### src/rtl/mem_access_unit_if.sv
// Data-bus interface between the MEM-stage access unit and data memory.
// The access unit is the master (issues req/addr/wdata); memory is the slave.
interface mem_access_unit_if;
    logic        data_req;
    logic        data_wr;
    logic [31:0] data_addr;
    logic [3:0]  data_wstrb;
    logic [31:0] data_wdata;
    logic        data_addr_ok;
    logic        data_data_ok;
    logic [31:0] data_rdata;

    modport master (
        output data_req,
        output data_wr,
        output data_addr,
        output data_wstrb,
        output data_wdata,
        input  data_addr_ok,
        input  data_data_ok,
        input  data_rdata
    );

    modport slave (
        input  data_req,
        input  data_wr,
        input  data_addr,
        input  data_wstrb,
        input  data_wdata,
        output data_addr_ok,
        output data_data_ok,
        output data_rdata
    );
endinterface

### src/rtl/mem_access_unit.sv
// MEM-stage data-memory access engine.
// Formats stores, checks alignment, runs the req/addr_ok/data_ok handshake,
// extracts/extends load data and stalls the pipeline while a transfer is open.
// A transfer that sees no data_ok within MAX_WAIT cycles of leaving IDLE
// ends as a bus error.
module mem_access_unit #(
    parameter logic [7:0] MAX_WAIT = 8'd255
) (
    input  logic                    clk,
    input  logic                    reset,
    input  logic                    flush,
    input  logic                    MEMmemread,
    input  logic                    MEMmemwrite,
    input  logic                    MEMfull,
    input  logic                    MEMhalf,
    input  logic                    MEMbyte,
    input  logic                    MEMsignload,
    input  logic [8:0]              MEMexcept,
    input  logic [31:0]             MEMaluresult,
    input  logic [31:0]             MEMdata,
    mem_access_unit_if.master       bus,
    output logic                    mem_stall,
    output logic [31:0]             mem_rdata,
    output logic                    mem_rdata_valid,
    output logic [1:0]              mem_exc,
    output logic [31:0]             mem_badvaddr
);

    localparam logic [1:0] ST_IDLE = 2'd0;
    localparam logic [1:0] ST_ADDR = 2'd1;
    localparam logic [1:0] ST_DATA = 2'd2;
    localparam logic [1:0] ST_DONE = 2'd3;

    localparam logic [1:0] SZ_BYTE = 2'd0;
    localparam logic [1:0] SZ_HALF = 2'd1;
    localparam logic [1:0] SZ_WORD = 2'd2;

    // Last counter value at which a transfer may still complete normally.
    localparam logic [7:0] WAIT_LAST = MAX_WAIT - 8'd1;

    // Little-endian byte enables for a store of the given size at the given offset.
    function automatic logic [3:0] store_strb(input logic [1:0] size, input logic [1:0] off);
        logic [3:0] s;
        case (size)
            SZ_BYTE: s = 4'b0001 << off;
            SZ_HALF: s = off[1] ? 4'b1100 : 4'b0011;
            SZ_WORD: s = 4'b1111;
            default: s = 4'b0000;
        endcase
        return s;
    endfunction

    // Store data replicated across all lanes so the strobes pick the right bytes.
    function automatic logic [31:0] store_data(input logic [1:0] size, input logic [31:0] d);
        logic [31:0] w;
        case (size)
            SZ_BYTE: w = {4{d[7:0]}};
            SZ_HALF: w = {2{d[15:0]}};
            default: w = d;
        endcase
        return w;
    endfunction

    // Select the addressed lane of the read word and sign/zero-extend it.
    function automatic logic [31:0] load_extend(input logic [1:0] size, input logic sign,
                                                input logic [1:0] off, input logic [31:0] rd);
        logic [7:0]  b;
        logic [15:0] h;
        logic [31:0] r;
        b = rd[{off, 3'b000} +: 8];
        h = off[1] ? rd[31:16] : rd[15:0];
        case (size)
            SZ_BYTE: r = {{24{sign & b[7]}}, b};
            SZ_HALF: r = {{16{sign & h[15]}}, h};
            default: r = rd;
        endcase
        return r;
    endfunction

    logic [1:0]  state_r;
    logic [31:0] addr_r;
    logic        wr_r;
    logic [1:0]  size_r;
    logic        sign_r;
    logic [3:0]  wstrb_r;
    logic [31:0] wdata_r;
    logic [7:0]  wait_cnt_r;
    logic        kill_r;
    logic        rdata_valid_r;
    logic        bus_exc_r;
    logic [31:0] mem_rdata_r;

    logic        misalign_s;
    logic        access_s;
    logic        clean_s;
    logic        go_s;
    logic        align_exc_s;
    logic        wr_s;
    logic [1:0]  size_s;
    logic        kill_s;
    logic        data_done_s;

    // Decode the MEM-stage instruction: size, alignment and whether to start.
    always_comb begin
        misalign_s = (MEMfull & (MEMaluresult[1:0] != 2'b00)) | (MEMhalf & MEMaluresult[0]);
        access_s   = MEMmemread | MEMmemwrite;
        clean_s    = (MEMexcept == 9'd0);
        wr_s       = MEMmemwrite & ~MEMmemread;
        if (MEMfull) begin
            size_s = SZ_WORD;
        end else if (MEMhalf) begin
            size_s = SZ_HALF;
        end else begin
            size_s = SZ_BYTE;
        end
        if (state_r == ST_IDLE) begin
            go_s        = access_s & ~misalign_s & clean_s & ~flush & reset;
            align_exc_s = access_s & misalign_s & clean_s;
        end else begin
            go_s        = 1'b0;
            align_exc_s = 1'b0;
        end
    end

    // Handshake progress: a flush in ADDR/DATA kills the result of the open transfer.
    always_comb begin
        kill_s = kill_r | flush;
        if (state_r == ST_ADDR) begin
            data_done_s = bus.data_addr_ok & bus.data_data_ok;
        end else if (state_r == ST_DATA) begin
            data_done_s = bus.data_data_ok;
        end else begin
            data_done_s = 1'b0;
        end
    end

    // Transfer sequencing, request latching, timeout counting and result capture.
    always_ff @(posedge clk) begin
        if (!reset) begin
            state_r       <= ST_IDLE;
            addr_r        <= 32'd0;
            wr_r          <= 1'b0;
            size_r        <= SZ_BYTE;
            sign_r        <= 1'b0;
            wstrb_r       <= 4'b0000;
            wdata_r       <= 32'd0;
            wait_cnt_r    <= 8'd0;
            kill_r        <= 1'b0;
            rdata_valid_r <= 1'b0;
            bus_exc_r     <= 1'b0;
            mem_rdata_r   <= 32'd0;
        end else begin
            case (state_r)
                ST_IDLE: begin
                    rdata_valid_r <= 1'b0;
                    bus_exc_r     <= 1'b0;
                    kill_r        <= 1'b0;
                    wait_cnt_r    <= 8'd0;
                    if (go_s) begin
                        state_r <= ST_ADDR;
                        addr_r  <= MEMaluresult;
                        wr_r    <= wr_s;
                        size_r  <= size_s;
                        sign_r  <= MEMsignload;
                        wstrb_r <= wr_s ? store_strb(size_s, MEMaluresult[1:0]) : 4'b0000;
                        wdata_r <= store_data(size_s, MEMdata);
                    end else begin
                        state_r <= ST_IDLE;
                    end
                end
                ST_ADDR, ST_DATA: begin
                    wait_cnt_r <= wait_cnt_r + 8'd1;
                    kill_r     <= kill_s;
                    if (data_done_s) begin
                        // data_ok takes priority over a coinciding timeout
                        state_r       <= ST_DONE;
                        rdata_valid_r <= ~wr_r & ~kill_s;
                        if (!wr_r) begin
                            mem_rdata_r <= load_extend(size_r, sign_r, addr_r[1:0], bus.data_rdata);
                        end else begin
                            mem_rdata_r <= mem_rdata_r;
                        end
                    end else if (wait_cnt_r == WAIT_LAST) begin
                        state_r   <= ST_DONE;
                        bus_exc_r <= ~kill_s;
                    end else if ((state_r == ST_ADDR) && bus.data_addr_ok) begin
                        state_r <= ST_DATA;
                    end else begin
                        state_r <= state_r;
                    end
                end
                ST_DONE: begin
                    // Always return to IDLE so the same instruction is never reissued
                    state_r       <= ST_IDLE;
                    rdata_valid_r <= 1'b0;
                    bus_exc_r     <= 1'b0;
                    kill_r        <= 1'b0;
                end
                default: begin
                    state_r       <= ST_IDLE;
                    rdata_valid_r <= 1'b0;
                    bus_exc_r     <= 1'b0;
                    kill_r        <= 1'b0;
                end
            endcase
        end
    end

    // Exception reporting: alignment faults are immediate, bus errors show in DONE.
    always_comb begin
        if (align_exc_s) begin
            mem_exc      = MEMmemread ? 2'b01 : 2'b10;
            mem_badvaddr = MEMaluresult;
        end else if (bus_exc_r) begin
            mem_exc      = 2'b11;
            mem_badvaddr = addr_r;
        end else begin
            mem_exc      = 2'b00;
            mem_badvaddr = 32'd0;
        end
    end

    // Bus is driven only from latched request state.
    assign bus.data_req   = (state_r == ST_ADDR);
    assign bus.data_wr    = wr_r;
    assign bus.data_addr  = {addr_r[31:2], 2'b00};
    assign bus.data_wstrb = wstrb_r;
    assign bus.data_wdata = wdata_r;

    assign mem_stall       = go_s | (state_r == ST_ADDR) | (state_r == ST_DATA);
    assign mem_rdata       = mem_rdata_r;
    assign mem_rdata_valid = rdata_valid_r;

endmodule
### src/flat_wrapper.sv
// flat-port wrapper written by rule: the top's interface ports become plain ports
module mem_access_unit_flat 
#(
    parameter logic [7:0] MAX_WAIT = 8'd255
)
  (clk, reset, flush, MEMmemread, MEMmemwrite, MEMfull, MEMhalf, MEMbyte, MEMsignload, MEMexcept, MEMaluresult, MEMdata, mem_stall, mem_rdata, mem_rdata_valid, mem_exc, mem_badvaddr, bus_data_req, bus_data_wr, bus_data_addr, bus_data_wstrb, bus_data_wdata, bus_data_addr_ok, bus_data_data_ok, bus_data_rdata);
  mem_access_unit_if bus_i ();
  input  logic clk;
  input  logic reset;
  input  logic flush;
  input  logic MEMmemread;
  input  logic MEMmemwrite;
  input  logic MEMfull;
  input  logic MEMhalf;
  input  logic MEMbyte;
  input  logic MEMsignload;
  input  logic [8:0] MEMexcept;
  input  logic [31:0] MEMaluresult;
  input  logic [31:0] MEMdata;
  output logic mem_stall;
  output logic [31:0] mem_rdata;
  output logic mem_rdata_valid;
  output logic [1:0] mem_exc;
  output logic [31:0] mem_badvaddr;
  output wire logic [$bits(bus_i.data_req)-1:0] bus_data_req;
  output wire logic [$bits(bus_i.data_wr)-1:0] bus_data_wr;
  output wire logic [$bits(bus_i.data_addr)-1:0] bus_data_addr;
  output wire logic [$bits(bus_i.data_wstrb)-1:0] bus_data_wstrb;
  output wire logic [$bits(bus_i.data_wdata)-1:0] bus_data_wdata;
  input wire logic [$bits(bus_i.data_addr_ok)-1:0] bus_data_addr_ok;
  input wire logic [$bits(bus_i.data_data_ok)-1:0] bus_data_data_ok;
  input wire logic [$bits(bus_i.data_rdata)-1:0] bus_data_rdata;
  assign bus_data_req = bus_i.data_req;
  assign bus_data_wr = bus_i.data_wr;
  assign bus_data_addr = bus_i.data_addr;
  assign bus_data_wstrb = bus_i.data_wstrb;
  assign bus_data_wdata = bus_i.data_wdata;
  assign bus_i.data_addr_ok = bus_data_addr_ok;
  assign bus_i.data_data_ok = bus_data_data_ok;
  assign bus_i.data_rdata = bus_data_rdata;
  mem_access_unit #(.MAX_WAIT(MAX_WAIT)) u_core (.clk(clk), .reset(reset), .flush(flush), .MEMmemread(MEMmemread), .MEMmemwrite(MEMmemwrite), .MEMfull(MEMfull), .MEMhalf(MEMhalf), .MEMbyte(MEMbyte), .MEMsignload(MEMsignload), .MEMexcept(MEMexcept), .MEMaluresult(MEMaluresult), .MEMdata(MEMdata), .bus(bus_i), .mem_stall(mem_stall), .mem_rdata(mem_rdata), .mem_rdata_valid(mem_rdata_valid), .mem_exc(mem_exc), .mem_badvaddr(mem_badvaddr));
endmodule
### config.mk
export PLATFORM = sky130hd
export DESIGN_NAME = mem_access_unit_flat
export DESIGN_NICKNAME = d
export VERILOG_FILES = /design/src/rtl/mem_access_unit_if.sv /design/src/rtl/mem_access_unit.sv /design/src/flat_wrapper.sv
export SDC_FILE = /design/constraint.sdc
export NUM_CORES = 1
export LEC_CHECK = 0
export BUFFER_PORTS_ARGS = -buffer_cell sky130_fd_sc_hd__clkbuf_2
export CAP_MARGIN = 5
export CELL_PAD_IN_SITES_DETAIL_PLACEMENT = 1
export CELL_PAD_IN_SITES_GLOBAL_PLACEMENT = 1
export CORE_ASPECT_RATIO = 0.75
export CORE_MARGIN = 3
export CORE_UTILIZATION = 37
export CTS_BUF_LIST = sky130_fd_sc_hd__clkbuf_2 sky130_fd_sc_hd__clkbuf_4 sky130_fd_sc_hd__clkbuf_8
export CTS_CLUSTER_DIAMETER = 120
export CTS_CLUSTER_SIZE = 16
export DETAILED_ROUTE_END_ITERATION = 10
export PLACE_DENSITY_LB_ADDON = 0.1
export SETUP_SLACK_MARGIN = 0.15
export SYNTH_ARGS = -nofsm -noshare
export SYNTH_HDL_FRONTEND = slang
export SYNTH_SLANG_ARGS = --single-unit
### constraint.sdc
create_clock -name clk -period 2.06 [get_ports clk]
set_input_delay 0.309 -clock clk [delete_from_list [all_inputs] [get_ports clk]]
set_output_delay 0.309 -clock clk [all_outputs]
set_load 0.005 [all_outputs]
# Yosys cells after proc, flatten, opt, wreduce, memory -nomap -nowiden
# Cells that the tools add are included.
op_classes:
  n_reduce_logical: 12
  addsub: 1
  bitwise_logic: 23
  mux: 29
  eq_ne: 11
  shift: 2
op_table:
  columns: ["operator", "n"]
  rows:
  - ["32-bit one-hot mux with 2 select lines", 2]
  - ["32-bit 2-to-1 mux", 2]
  - ["32-bit by 6-bit variable part select with 8-bit output", 1]
  - ["16-bit 2-to-1 mux", 1]
  - ["8-bit one-hot mux with 2 select lines", 1]
  - ["2-bit 2-to-1 mux", 7]
  - ["1-bit AND", 13]
  - ["4-bit one-hot mux with 3 select lines", 1]
  - ["9-bit logical NOT", 1]
  - ["1-bit 2-to-1 mux", 9]
  - ["8-bit by 1-bit adder with 8-bit output, second input constant", 1]
  - ["8-bit == test, second input constant", 1]
  - ["4-bit 2-to-1 mux", 2]
  - ["2-bit by 1-bit == test with 1-bit output, second input constant", 3]
  - ["2-bit == test, second input constant", 3]
  - ["2-bit logical NOT", 3]
  - ["1-bit one-hot mux with 2 select lines", 3]
  - ["2-bit one-hot mux with 3 select lines", 1]
  - ["1-bit inverter", 5]
  - ["1-bit bitwise OR", 5]
  - ["2-bit by 1-bit inequality test with 1-bit output, second input constant", 2]
  - ["4-bit by 1-bit inequality test with 1-bit output, second input constant", 1]
  - ["2-bit AND reduction", 2]
  - ["2-bit nonzero test", 2]
  - ["other kinds (5)", 6]
word_totals:
  elab_cells: 90
  out_inout_bits: 138
  inputBits: 116
  register_bits: 117

# Logic depth before layout (Yosys ltp)
depth:
  word_depth: 11
  ltp_mapped: 8
  mapped_depth_nobuf: 6

# Worst setup path after synthesis
# No wires, ideal clock.
synth_timing:
  path_kind: "register -> output"
  start: "reg u_core.state_r[0]"
  end: "out mem_badvaddr[10]"
  slack_ps: 176
  t_required_ps: 1751
  arrival_ps: 1575
  path_stages_with_launch: 8
  n_path_buf: 1
  path_cell_list: "dfxtp_1 inv_1 ha_1 nor2b_1 o2111a_2 nand2_2 buf_2 mux2i_1"
synth_between:
  elab_chain_cells: 3
synth_lines:
  columns: ["element", "line_no", "source"]
  rows:
  - ["start, declared", "mem_access_unit.sv:80", "logic [1:0] state_r;"]
  - ["start signal, assigned", "mem_access_unit.sv:189", "state_r <= state_r;"]
  - ["2-bit logical NOT", "mem_access_unit.sv:116", "if (state_r == ST_IDLE) begin"]
  - ["1-bit 2-to-1 mux", "mem_access_unit.sv:116", null]
  - ["32-bit 2-to-1 mux", "mem_access_unit.sv:211", "if (align_exc_s) begin"]
  - ["end, declared", "flat_wrapper.sv:24", "output logic [31:0] mem_badvaddr;"]
# Every way passes these cells.

# Final worst setup path
layout_timing:
  start: "reg u_core.state_r[0]"
  end: "out mem_exc[0]"
layout_between:
  elab_chain_cells: 3
layout_lines:
  columns: ["element", "line_no", "source"]
  rows:
  - ["2-bit logical NOT", "mem_access_unit.sv:116", null]
  - ["1-bit 2-to-1 mux", "mem_access_unit.sv:116", null]
  - ["2-bit 2-to-1 mux", "mem_access_unit.sv:211", null]
  - ["end, declared", "flat_wrapper.sv:23", "output logic [1:0] mem_exc;"]
# Every way passes these cells.

==> metrics.yaml <==
status: "finished, violations left"
power_density_mw_per_mm2: 549
grt_pass1_vias: 6791
antenna_left: 0
ys_ff_latch: 117
yosysWarningCount: 0
die_h_um: 122
post-route-period-util_pct: 112
combPwrFrac_pct: 8.8
route.detailed.drc: 0
antenna_found_initial: 0
grt_max_degree: 73
synthFlopType: "dfxtp_1"
seqPwrFrac_pct: 45.8
num_rows: 41
fin_ws_ns: -0.243
htree_levels: 4
period_minus_slack_ns: 2.30
synth_cells: 785
crit_type: "flop to output pin"
num_io_pins: 254
critPathLaunchType: "flop"
async_reset_ff_share_pct: 0
hold_path.class: "input pin to flop"
regArea_mm2: 0.00234
grt_overflow_total: 0
p_int_uw: 3650
fin_nets: 1150
seq_area_frac_synth_pct: 35.3
avgSynthCellArea_um2: 8.46
arrival_ns: 1.99
path_clk_slew_ns: 0.07
worstMarginPinSlew_ns: 0.703
fin_setup_tns_ns: -6.32
drive_gt1_share_pct: 40.0
hold_viol_final: 0
switchingPower_uw: 1280
multi_input_area_mm2: 0.00374
cts_tree: "yes"
cp_max_fo: 4
cts_buffers: 17
yosysUniqueCellTypes: 56
portBuffers: 250
initial_core_util_pct: 38.7
grt_pass1_wl_mm: 37.1
diodes: 0
areaGrowthSynthToFinish_pct: 35.2
core_mm2: 0.0172
fin_worst_skew_ns: 0.0198
final_util_pct: 52.3
clkSinkCount: 117
ys_top_cells_by_area: "dfxtp_1 (35%), o21ai_0 (8.4%), mux2i_1 (7.8%)"
maxCapViolations: 0
drv_slew: 0
clkPwrFrac_pct: 45.4
hpwlAfterDp_mm: 16.3
drtIter0Drc: 311
die_area_mm2: 0.0196
synth-edff-count: 0
power.leakage_uw: 0.00408
rsz0062_at_grt: "true"
avgViaCountPerCell: 5.30
peakVddDrop_mv: 0.339
violations: "setup timing"
grtUsageTotal_pct: 23.6
cts-root-buf: "clkbuf_8"
clockBufferDepth: 2
cp_data_required_time_ns: 1.75
place.gp.congestion: 0.800
first_pass_iters: 5
power_uw: 4930
synth_area_mm2: 0.00664
wl_per_cell_um: 19.0
fmax_mhz: 434
clock_latency_ns: 0.45
die_x_um: 161
vias: 6757
synth.largest_area_cell: "dfxtp_1"
swShare_pct: 25.9
cts_hold_buf: 0
report.final.setup_viol: 34
slew_headroom_pct: 53.2
drt_wl_total_mm: 24.3
fillers: 2103
synth_top_area_share_pct: 35.3
cp-end-kind: "output pin"
[critical path: stages, from the launching register on]
cell and delay [ns]:
dfxtp_2 0.33, inv_2 0.09, ha_4 0.14, nor2b_4 0.13, o2111a_2 0.24, nand2_4 0.12, buf_6 0.14, mux2_2 0.26
clkbuf_2 0.12
[placed cells by master, fill, tap and decap left out, drive strengths merged, types with 18 or more instances in the layout]
cell | Yosys | layout
inv | 36 | 38
mux2i | 52 | 52
mux2 | 18 | 18
clkbuf | 37 | 236
a21boi | 73 | 73
dfxtp | 117 | 117
nand3 | 63 | 63
nand2 | 82 | 82
buf | 62 | 100
o21ai | 112 | 112
a21oi | 38 | 38
[kinds of logic (layout without fill, tap and decap cells)]
kind of cell	count (synthesis)	in the layout	share of synthesized area [%]
AO/OA/AOI/OAI	253	253	23.9
AND/OR/NAND/NOR	188	190	14.3
buffers and inverters	137	389	11.0
flip-flops	117	117	35.3
multiplexers	78	78	13.7
adder cells (fa/ha/maj)	7	7	1.32
XOR/XNOR	4	4	0.527
other	1	2	0.0564
[synthesized netlist by cell type, types with 2 or more instances]
master and instances:
a21boi_0 52, a221oi_1 7, nor3b_1 2, nor2b_1 7, nor4_4 2, buf_6 9, o2111ai_1 11, nor2_1 10
clkinv_1 2, mux4_2 8, buf_2 20, a21boi_1 21, nand3_1 63, mux2_2 17, nand2_1 81, or3_1 3
o21ai_0 111, ha_1 7, and3_1 2, buf_4 33, mux2i_1 52, dfxtp_1 117, nand4b_1 2, xor2_1 3
inv_1 36, a21oi_1 38, nand4_1 3, nand2b_1 3, clkbuf_1 36
[sequential cells by signal, summed over array words and instances, names as in the netlist]
| register | cells |
|---|---|
| u_core.state_r | 2 |
| u_core.sign_r | 1 |
| u_core.wait_cnt_r | 8 |
| u_core.bus_exc_r | 1 |
| u_core.kill_r | 1 |
| u_core.bus.data_wstrb | 4 |
| u_core.mem_rdata | 32 |
| u_core.size_r | 2 |
| u_core.bus.data_wr | 1 |
| u_core.mem_rdata_valid | 1 |
| u_core.bus.data_wdata | 32 |
| u_core.addr_r | 32 |
[metal layers]
layer	GRT usage, %	part of all wire [%]	up-vias
met5	0	0	-
met4	5.80	0.78	0
met3	8.29	8.9	14
met2	37.7	46	220
met1	30.6	45	3274
li1	-	-	3249
[final cells by class]
cell class	count	area share, %
multi-input cells	534	41.7
flip-flops and latches	117	26.1
repair buffers	319	22.8
well taps	236	3.29
clock buffers	17	2.61
clock inverters	15	2.01
inverters	38	1.59
[stage by stage]
step | setup WS (ns) | area (um2) | hold slack, ns | instances
6_report | -0.243 | 8980 | 0.113 | 1276
5_1_grt | -0.356 | 8980 | 0.0949 | 1276
4_1_cts | -0.246 | 8640 | 0.0823 | 1260
3_5_place_dp | 0.0216 | 8000 | 0.462 | 1213
3_3_place_gp | 0.0833 | 8000 | 0.462 | 1213
2_1_floorplan | 0.176 | 6650 | 0.456 | 786
[power by group through the flow]
stage,clock network (uW),logic (uW),registers [uW]
2_1_floorplan,0,186,2310
3_3_place_gp,0,407,2310
3_5_place_dp,0,409,2310
4_1_cts,2300,418,2260
5_1_grt,2410,469,2260
6_report,2240,432,2260
[final timing paths]
kind / start / slack (ns) / end / cells after the start
worst max-delay path: u_core.state_r[0]$_SDFFE_PN0P_ / -0.24 / mem_exc[0] / 8
worst min-delay path: MEMaluresult[20] / 0.11 / u_core.addr_r[20]$_SDFFE_PN0P_ / 3
worst max register to register: u_core.state_r[0]$_SDFFE_PN0P_ / 0.10 / u_core.mem_rdata[4]$_SDFFE_PN0P_ / 10
worst min register to register: u_core.mem_rdata[14]$_SDFFE_PN0P_ / 0.47 / u_core.mem_rdata[14]$_SDFFE_PN0P_ / 2
[timing repair]
action | 4_1_cts | 5_1_grt
gates resized for setup | 20 | 87
setup endpoints to repair | 42 | 133
pin swaps | 3 | 10
gates cloned | 4 | 3
setup buffers | 11 | 13
Power figures use the tool's default switching activity.
